[src/rtl/core_logic_prog.sv]
// Programmable table-driven state machine: a {state, X}-indexed transition table
// with a valid bit per entry, forced-state load, registered table readback and a step counter.
module core_logic_prog #(
    parameter int             SW          = 4,
    parameter int             XW          = 4,
    parameter int             CW          = 16,
    parameter logic [SW-1:0]  RESET_STATE = '0
) (
    input  logic              clk,
    input  logic              rst,
    input  logic [XW-1:0]     X,
    input  logic              enable,
    input  logic              SETSTATE_SELECT,
    input  logic [SW-1:0]     ASSIGN_STATE,
    input  logic              tbl_we,
    input  logic [SW+XW-1:0]  tbl_addr,
    input  logic [SW:0]       tbl_wdata,
    output logic [SW:0]       tbl_rdata,
    output logic [SW-1:0]     Y,
    output logic              changed,
    output logic [CW-1:0]     trans_cnt
);

    localparam int AW    = SW + XW;
    localparam int DEPTH = 1 << AW;

    // Each entry is {valid, next_state}; held in flops so reset can clear the whole table in one edge.
    logic [SW:0]    tbl [DEPTH];
    logic [SW-1:0]  state;
    logic [SW-1:0]  state_nxt;
    logic           step_load;
    logic [AW-1:0]  step_idx;
    logic [SW:0]    step_ent;

    assign step_idx = {state, X};
    assign step_ent = tbl[step_idx];
    assign Y        = state;

    always_comb begin
        state_nxt = state;
        step_load = 1'b0;
        if (SETSTATE_SELECT) begin
            state_nxt = ASSIGN_STATE;
        end else if (enable && step_ent[SW]) begin
            state_nxt = step_ent[SW-1:0];
            step_load = 1'b1;
        end
    end

    always_ff @(posedge clk) begin
        if (rst) begin
            state     <= RESET_STATE;
            trans_cnt <= '0;
            changed   <= 1'b0;
            tbl_rdata <= '0;
            for (int i = 0; i < DEPTH; i++)
                tbl[i] <= '0;
        end else begin
            state     <= state_nxt;
            changed   <= (state_nxt != state);
            // Reads take the pre-edge contents, so a same-edge write returns the old entry.
            tbl_rdata <= tbl[tbl_addr];
            if (step_load)
                trans_cnt <= trans_cnt + 1'b1;
            if (tbl_we)
                tbl[tbl_addr] <= tbl_wdata;
        end
    end

endmodule

[config.mk]
export PLATFORM = sky130hd
export DESIGN_NAME = core_logic_prog
export DESIGN_NICKNAME = d
export VERILOG_FILES = /design/src/rtl/core_logic_prog.sv
export SDC_FILE = /design/constraint.sdc
export NUM_CORES = 2
export LEC_CHECK = 0
export ABC_AREA = 1
export BUFFER_PORTS_ARGS = -buffer_cell sky130_fd_sc_hd__buf_2
export CORE_UTILIZATION = 50
export CTS_CLUSTER_DIAMETER = 60
export DETAILED_ROUTE_END_ITERATION = 16
export PLACE_DENSITY_LB_ADDON = 0.05
export SYNTH_ARGS = -nofsm -noshare
export SYNTH_HDL_FRONTEND = slang
export SYNTH_SLANG_ARGS = --single-unit
[constraint.sdc]
create_clock -name clk -period 6.1 [get_ports clk]
set_input_delay 1.22 -clock clk [delete_from_list [all_inputs] [get_ports clk]]
set_output_delay 1.22 -clock clk [all_outputs]
set_load 0.02 [all_outputs]
==> report_table.html <==
<table>
<tr><th>Metric</th><th>Value</th></tr>
<tr><th colspan="2">Finish</th></tr>
<tr><td>Count of nets after finishing</td><td>~7.9k</td></tr>
<tr><td>Syn-to-layout area delta</td><td>9.55%</td></tr>
<tr><td>Fraction of layout instances using a drive strength above 1</td><td>6.68%</td></tr>
<tr><th colspan="2">Floorplan</th></tr>
<tr><td>X dimension of the die</td><td>377 um</td></tr>
<tr><td>Die Area</td><td>approximately 140,000 um2</td></tr>
<tr><td>CORE AREA</td><td>139,000 um2</td></tr>
<tr><td>Top-level port count</td><td>between 50 and 60</td></tr>
<tr><td>Starting utilization of the core area</td><td>between 50 and 60%</td></tr>
<tr><td>Number of placement rows</td><td>roughly 140</td></tr>
<tr><td>Die H</td><td>between 300 and 400 um</td></tr>
<tr><th colspan="2">CTS</th></tr>
<tr><td>Maximum buffer depth of the clock tree</td><td>3</td></tr>
<tr><td>Quantity of hold-fixing buffers added after cts</td><td>0</td></tr>
<tr><td>H-tree depth</td><td>4</td></tr>
<tr><td>Num CTS Buffers</td><td>150</td></tr>
<tr><td>Clock slew at the register clock pins of the worst setup and hold paths</td><td>roughly 0.050 ns</td></tr>
<tr><td>Post-CTS Resized</td><td>0</td></tr>
<tr><td>Clock latency at the later pin of the worst-skew pair</td><td>0.79 ns</td></tr>
<tr><td>Post-CTS setup buffers</td><td>0</td></tr>
<tr><td>Sink Count</td><td>~1.3k</td></tr>
<tr><td>TritonCTS clock tree</td><td>built</td></tr>
<tr><td>Root buffer cell</td><td>sky130_fd_sc_hd__clkbuf_16</td></tr>
<tr><th colspan="2">Status</th></tr>
<tr><td>Status</td><td>finished, final reports clean</td></tr>
<tr><th colspan="2">Critical path</th></tr>
<tr><td>Delay of the slowest critical-path stage</td><td>around 0.45 ns</td></tr>
<tr><td>Worst R2R Path Depth</td><td>15</td></tr>
<tr><td>Setup slack of the most critical reg-to-reg path</td><td>between 1.5 and 2 ns</td></tr>
<tr><td>Crit path max fanout</td><td>100</td></tr>
<tr><td>Most Frequent Cell on Critical Path</td><td>sky130_fd_sc_hd__nand3_1</td></tr>
<tr><td>Slowest cell on crit path</td><td>sky130_fd_sc_hd__nand3_2</td></tr>
<tr><td>Crit path depth</td><td>20</td></tr>
<tr><td>Startpoint-to-endpoint class of the critical path</td><td>primary input to flop</td></tr>
<tr><td>Sort of element at the start of the critical path</td><td>primary input</td></tr>
<tr><td>Critical path buffers and inverters</td><td>5</td></tr>
<tr><td>Arrival time at the worst endpoint</td><td>between 5 and 6 ns</td></tr>
<tr><td>CP cell instances</td><td>buf_8 &gt; inv_8 &gt; buf_12 &gt; nand3_1 &gt; nand3_1 &gt; nand3_1 &gt; nand3_1 &gt; nand2_1 &gt; nand2_1 &gt; nand3_1 &gt; nand3_1 &gt; nand2_2 &gt; nand3_2 &gt; inv_1 &gt; nand2_1 &gt; inv_1 &gt; nand2_1 &gt; nor2_1 &gt; nand2_1 &gt; nor3b_2</td></tr>
<tr><td>Family with the most delay on the worst path</td><td>simple AND/OR/NAND/NOR gates</td></tr>
<tr><td>Required time worst endpoint</td><td>6.72 ns</td></tr>
<tr><td>Endpoint class of the critical path</td><td>flop</td></tr>
<tr><th colspan="2">Hold path</th></tr>
<tr><td>Class of the worst hold path</td><td>flop to flop</td></tr>
<tr><td>Hold depth</td><td>1</td></tr>
<tr><th colspan="2">Detailed routing</th></tr>
<tr><td>Via Count</td><td>approximately 65k</td></tr>
<tr><td>Starting DRC count in detailed routing</td><td>11.3k</td></tr>
<tr><td>Overall routed net length</td><td>277,000 um</td></tr>
<tr><td>Routed WL per cell</td><td>28.0 um</td></tr>
<tr><td>Pre-Repair DR Iteration Count</td><td>7</td></tr>
<tr><td>Residual antenna-violating net count after detailed routing</td><td>0</td></tr>
<tr><td>Average via count per standard cell</td><td>roughly 6.6</td></tr>
<tr><td>Residual DRC count</td><td>0</td></tr>
<tr><th colspan="2">Yosys</th></tr>
<tr><td>Syn Inst Count</td><td>8,214</td></tr>
<tr><td>Fraction of registers with async set/reset</td><td>0%</td></tr>
<tr><td>Area share of the leading cell type in the synthesized netlist</td><td>between 50% and 60%</td></tr>
<tr><td>Count leader, synth</td><td>sky130_fd_sc_hd__nand2_1</td></tr>
<tr><td>Most area-hungry cell type in the Yosys netlist</td><td>sky130_fd_sc_hd__edfxtp_1</td></tr>
<tr><td>Post-synth design cell area</td><td>70,100 um2</td></tr>
<tr><td>Net Count, Synth</td><td>between 8k and 9k</td></tr>
<tr><td>Unique masters post-synth</td><td>50</td></tr>
<tr><td>Commonest register cell after synthesis</td><td>sky130_fd_sc_hd__edfxtp_1</td></tr>
<tr><td>Commonest cells in the synthesized netlist</td><td>sky130_fd_sc_hd__nand2_1 (2,042), sky130_fd_sc_hd__nand3_1 (1,949), sky130_fd_sc_hd__nor2_1 (1,342)</td></tr>
<tr><td>EDFF count, synth</td><td>1,280</td></tr>
<tr><td>Seq/Total Area, Yosys</td><td>between 50 and 60%</td></tr>
<tr><td>Number of warnings reported in the yosys synthesis log</td><td>0</td></tr>
<tr><td>Mean instance size in the synthesized netlist</td><td>~8.5 um2</td></tr>
<tr><td>Cells taking the most area after synthesis</td><td>sky130_fd_sc_hd__edfxtp_1 (55%), sky130_fd_sc_hd__nand3_1 (14%), sky130_fd_sc_hd__nand2_1 (11%)</td></tr>
<tr><td>Synth Register Bits</td><td>approximately 1.3k</td></tr>
<tr><th colspan="2">Timing</th></tr>
<tr><td>Minimum setup slack in the final design</td><td>1.41 ns</td></tr>
<tr><td>Sum of negative setup slack</td><td>0 ns</td></tr>
<tr><td>Headroom to the max-slew limit</td><td>around 5.7%</td></tr>
<tr><td>Shortest clock period the worst path allows after layout</td><td>roughly 4.7 ns</td></tr>
<tr><td>Setup violation total in the final timing report</td><td>0</td></tr>
<tr><td>Setup skew after layout</td><td>~0.030 ns</td></tr>
<tr><td>Unrepaired setup endpoints after global routing</td><td>no</td></tr>
<tr><td>FMAX</td><td>roughly 210 MHz</td></tr>
<tr><td>Final Max Tran Viols</td><td>0</td></tr>
<tr><td>Tcrit/Tclk final</td><td>76.9%</td></tr>
<tr><td>Hold Vio Cnt, Final</td><td>0</td></tr>
<tr><td>Worst Max-Slew Pin Slew</td><td>between 1 and 1.5 ns</td></tr>
<tr><th colspan="2">Pwr</th></tr>
<tr><td>Ratio of total power to cell area</td><td>about 300 nW/um2</td></tr>
<tr><td>Total leakage power</td><td>between 20 and 30 nW</td></tr>
<tr><td>IR drop worst, VDD</td><td>approximately 0.0003 V</td></tr>
<tr><td>Final Power</td><td>approximately 0.022 W</td></tr>
<tr><th colspan="2">Global route</th></tr>
<tr><td>First-pass GRT wire length</td><td>399,000 um</td></tr>
<tr><td>Number of antenna violations at the first check in global routing</td><td>10</td></tr>
<tr><td>Number of global-route vias before repair</td><td>58.7k</td></tr>
<tr><td>Overflow after GRT</td><td>0</td></tr>
<tr><td>Global-route total usage across every layer</td><td>38.1%</td></tr>
<tr><td>Maximum number of pins on one net before global-route repair</td><td>around 190</td></tr>
<tr><th colspan="2">Placement</th></tr>
<tr><td>Count of input and output buffers</td><td>just over 50</td></tr>
<tr><td>DP Wirelength</td><td>170,000 um</td></tr>
<tr><td>Worst-case setup slack after placement</td><td>0.904 ns</td></tr>
<tr><td>Final Wtd Congestion</td><td>between 0.9 and 1</td></tr>
<tr><th colspan="2">Flow run</th></tr>
<tr><td>Number of max-cap violations</td><td>0</td></tr>
</table>
## where the power goes
part / leakage [nW] / switching (W) / total (W) / internal [W]
sequential: 12.4 / 0.000350 / 0.0106 / 0.0103
clock: 2.34 / 0.00389 / 0.00910 / 0.00521
combinational: 14.0 / 0.00204 / 0.00272 / 0.000680
total: 28.7 / 0.00627 / 0.0225 / 0.0162
## cells in the final DEF (no fill, tap or decap), types with 25 or more instances in the layout
master	instances
sky130_fd_sc_hd__nand3_1	1949
sky130_fd_sc_hd__dfxtp_1	25
sky130_fd_sc_hd__a31oi_1	231
sky130_fd_sc_hd__buf_2	45
sky130_fd_sc_hd__nor2_1	1335
sky130_fd_sc_hd__buf_12	46
sky130_fd_sc_hd__nor4_1	42
sky130_fd_sc_hd__clkinv_1	27
sky130_fd_sc_hd__nand2_1	2041
sky130_fd_sc_hd__buf_4	162
sky130_fd_sc_hd__a22oi_1	322
sky130_fd_sc_hd__a21oi_1	33
sky130_fd_sc_hd__clkbuf_16	156
sky130_fd_sc_hd__inv_1	47
sky130_fd_sc_hd__clkbuf_1	27
sky130_fd_sc_hd__edfxtp_1	1280
## flip-flops by register name, summed over array words and instances (netlist names)
signal	count
Y	4
changed	1
tbl_rdata	5
trans_cnt	16
tbl	1280
## final cells by class
cell class	count	area, um2
antenna	3	7.51
tap	1876	2350
timing repair buffer	258	2430
clock buffer	183	4010
inverter	65	332
sequential	1306	39000
multi-input combinational	6107	27900
clock inverter	89	861
fill	12600	62500
## final timing paths
kind / startpoint / to
setup / recovery: X[1] / trans_cnt[12]
setup reg to reg: Y[0] / trans_cnt[12]
hold / removal: trans_cnt[3] / trans_cnt[3]
hold reg to reg: trans_cnt[3] / trans_cnt[3]
## per-stage QoR
step / area, um2 / instances / hold WS (ns) / util [%]
6_report: 76800 / 9887 / 0.491 / 55.1
3_5_place_dp: 72000 / 9612 / 0.474 / 51.6
5_1_grt: 76800 / 9886 / 0.530 / 55.1
4_1_cts: 76800 / 9884 / 0.490 / 55.1
3_3_place_gp: 72000 / 9612 / 0.480 / 51.6
2_1_floorplan: 70100 / 8214 / 0.547 / -
## worst reg2reg max path, cell delays in order (launching register included)
cell and delay [ns]:
sky130_fd_sc_hd__dfxtp_2 0.95, sky130_fd_sc_hd__inv_2 0.54, sky130_fd_sc_hd__buf_4 0.45, sky130_fd_sc_hd__nand2_1 0.16
sky130_fd_sc_hd__nand3_1 0.23, sky130_fd_sc_hd__nand3_1 0.17, sky130_fd_sc_hd__nand3_1 0.11, sky130_fd_sc_hd__nand2_2 0.14
sky130_fd_sc_hd__nand3_2 0.45, sky130_fd_sc_hd__inv_1 0.27, sky130_fd_sc_hd__nand2_1 0.14, sky130_fd_sc_hd__inv_1 0.10
sky130_fd_sc_hd__nand2_1 0.07, sky130_fd_sc_hd__nor2_1 0.13, sky130_fd_sc_hd__nand2_1 0.06, sky130_fd_sc_hd__nor3b_2 0.14
## kinds of logic (layout without fill, tap and decap cells)
group	after synthesis	count (layout)	share of synthesized area (%)
buffers and inverters	801	595	4.91
and+or+nand+nor	5442	5442	33.0
AOI/OAI and AO/OA	662	662	6.50
xor gates and xnor gates	2	2	0.0250
adders and majority gates	1	1	0.0178
other	0	3	0
DFF	1306	1306	55.5
## routing by layer
metal | routed length [um] | vias to the layer above | GRT usage [%]
met3 | 36600 | 856 | 8.85
li1 | - | 28200 | -
met2 | 118000 | 5021 | 55.7
met4 | 15700 | 8 | 19.2
met1 | 107000 | 31200 | 52.8
met5 | 54 | - | 0
Note: power is estimated with default switching activity, not from simulation.
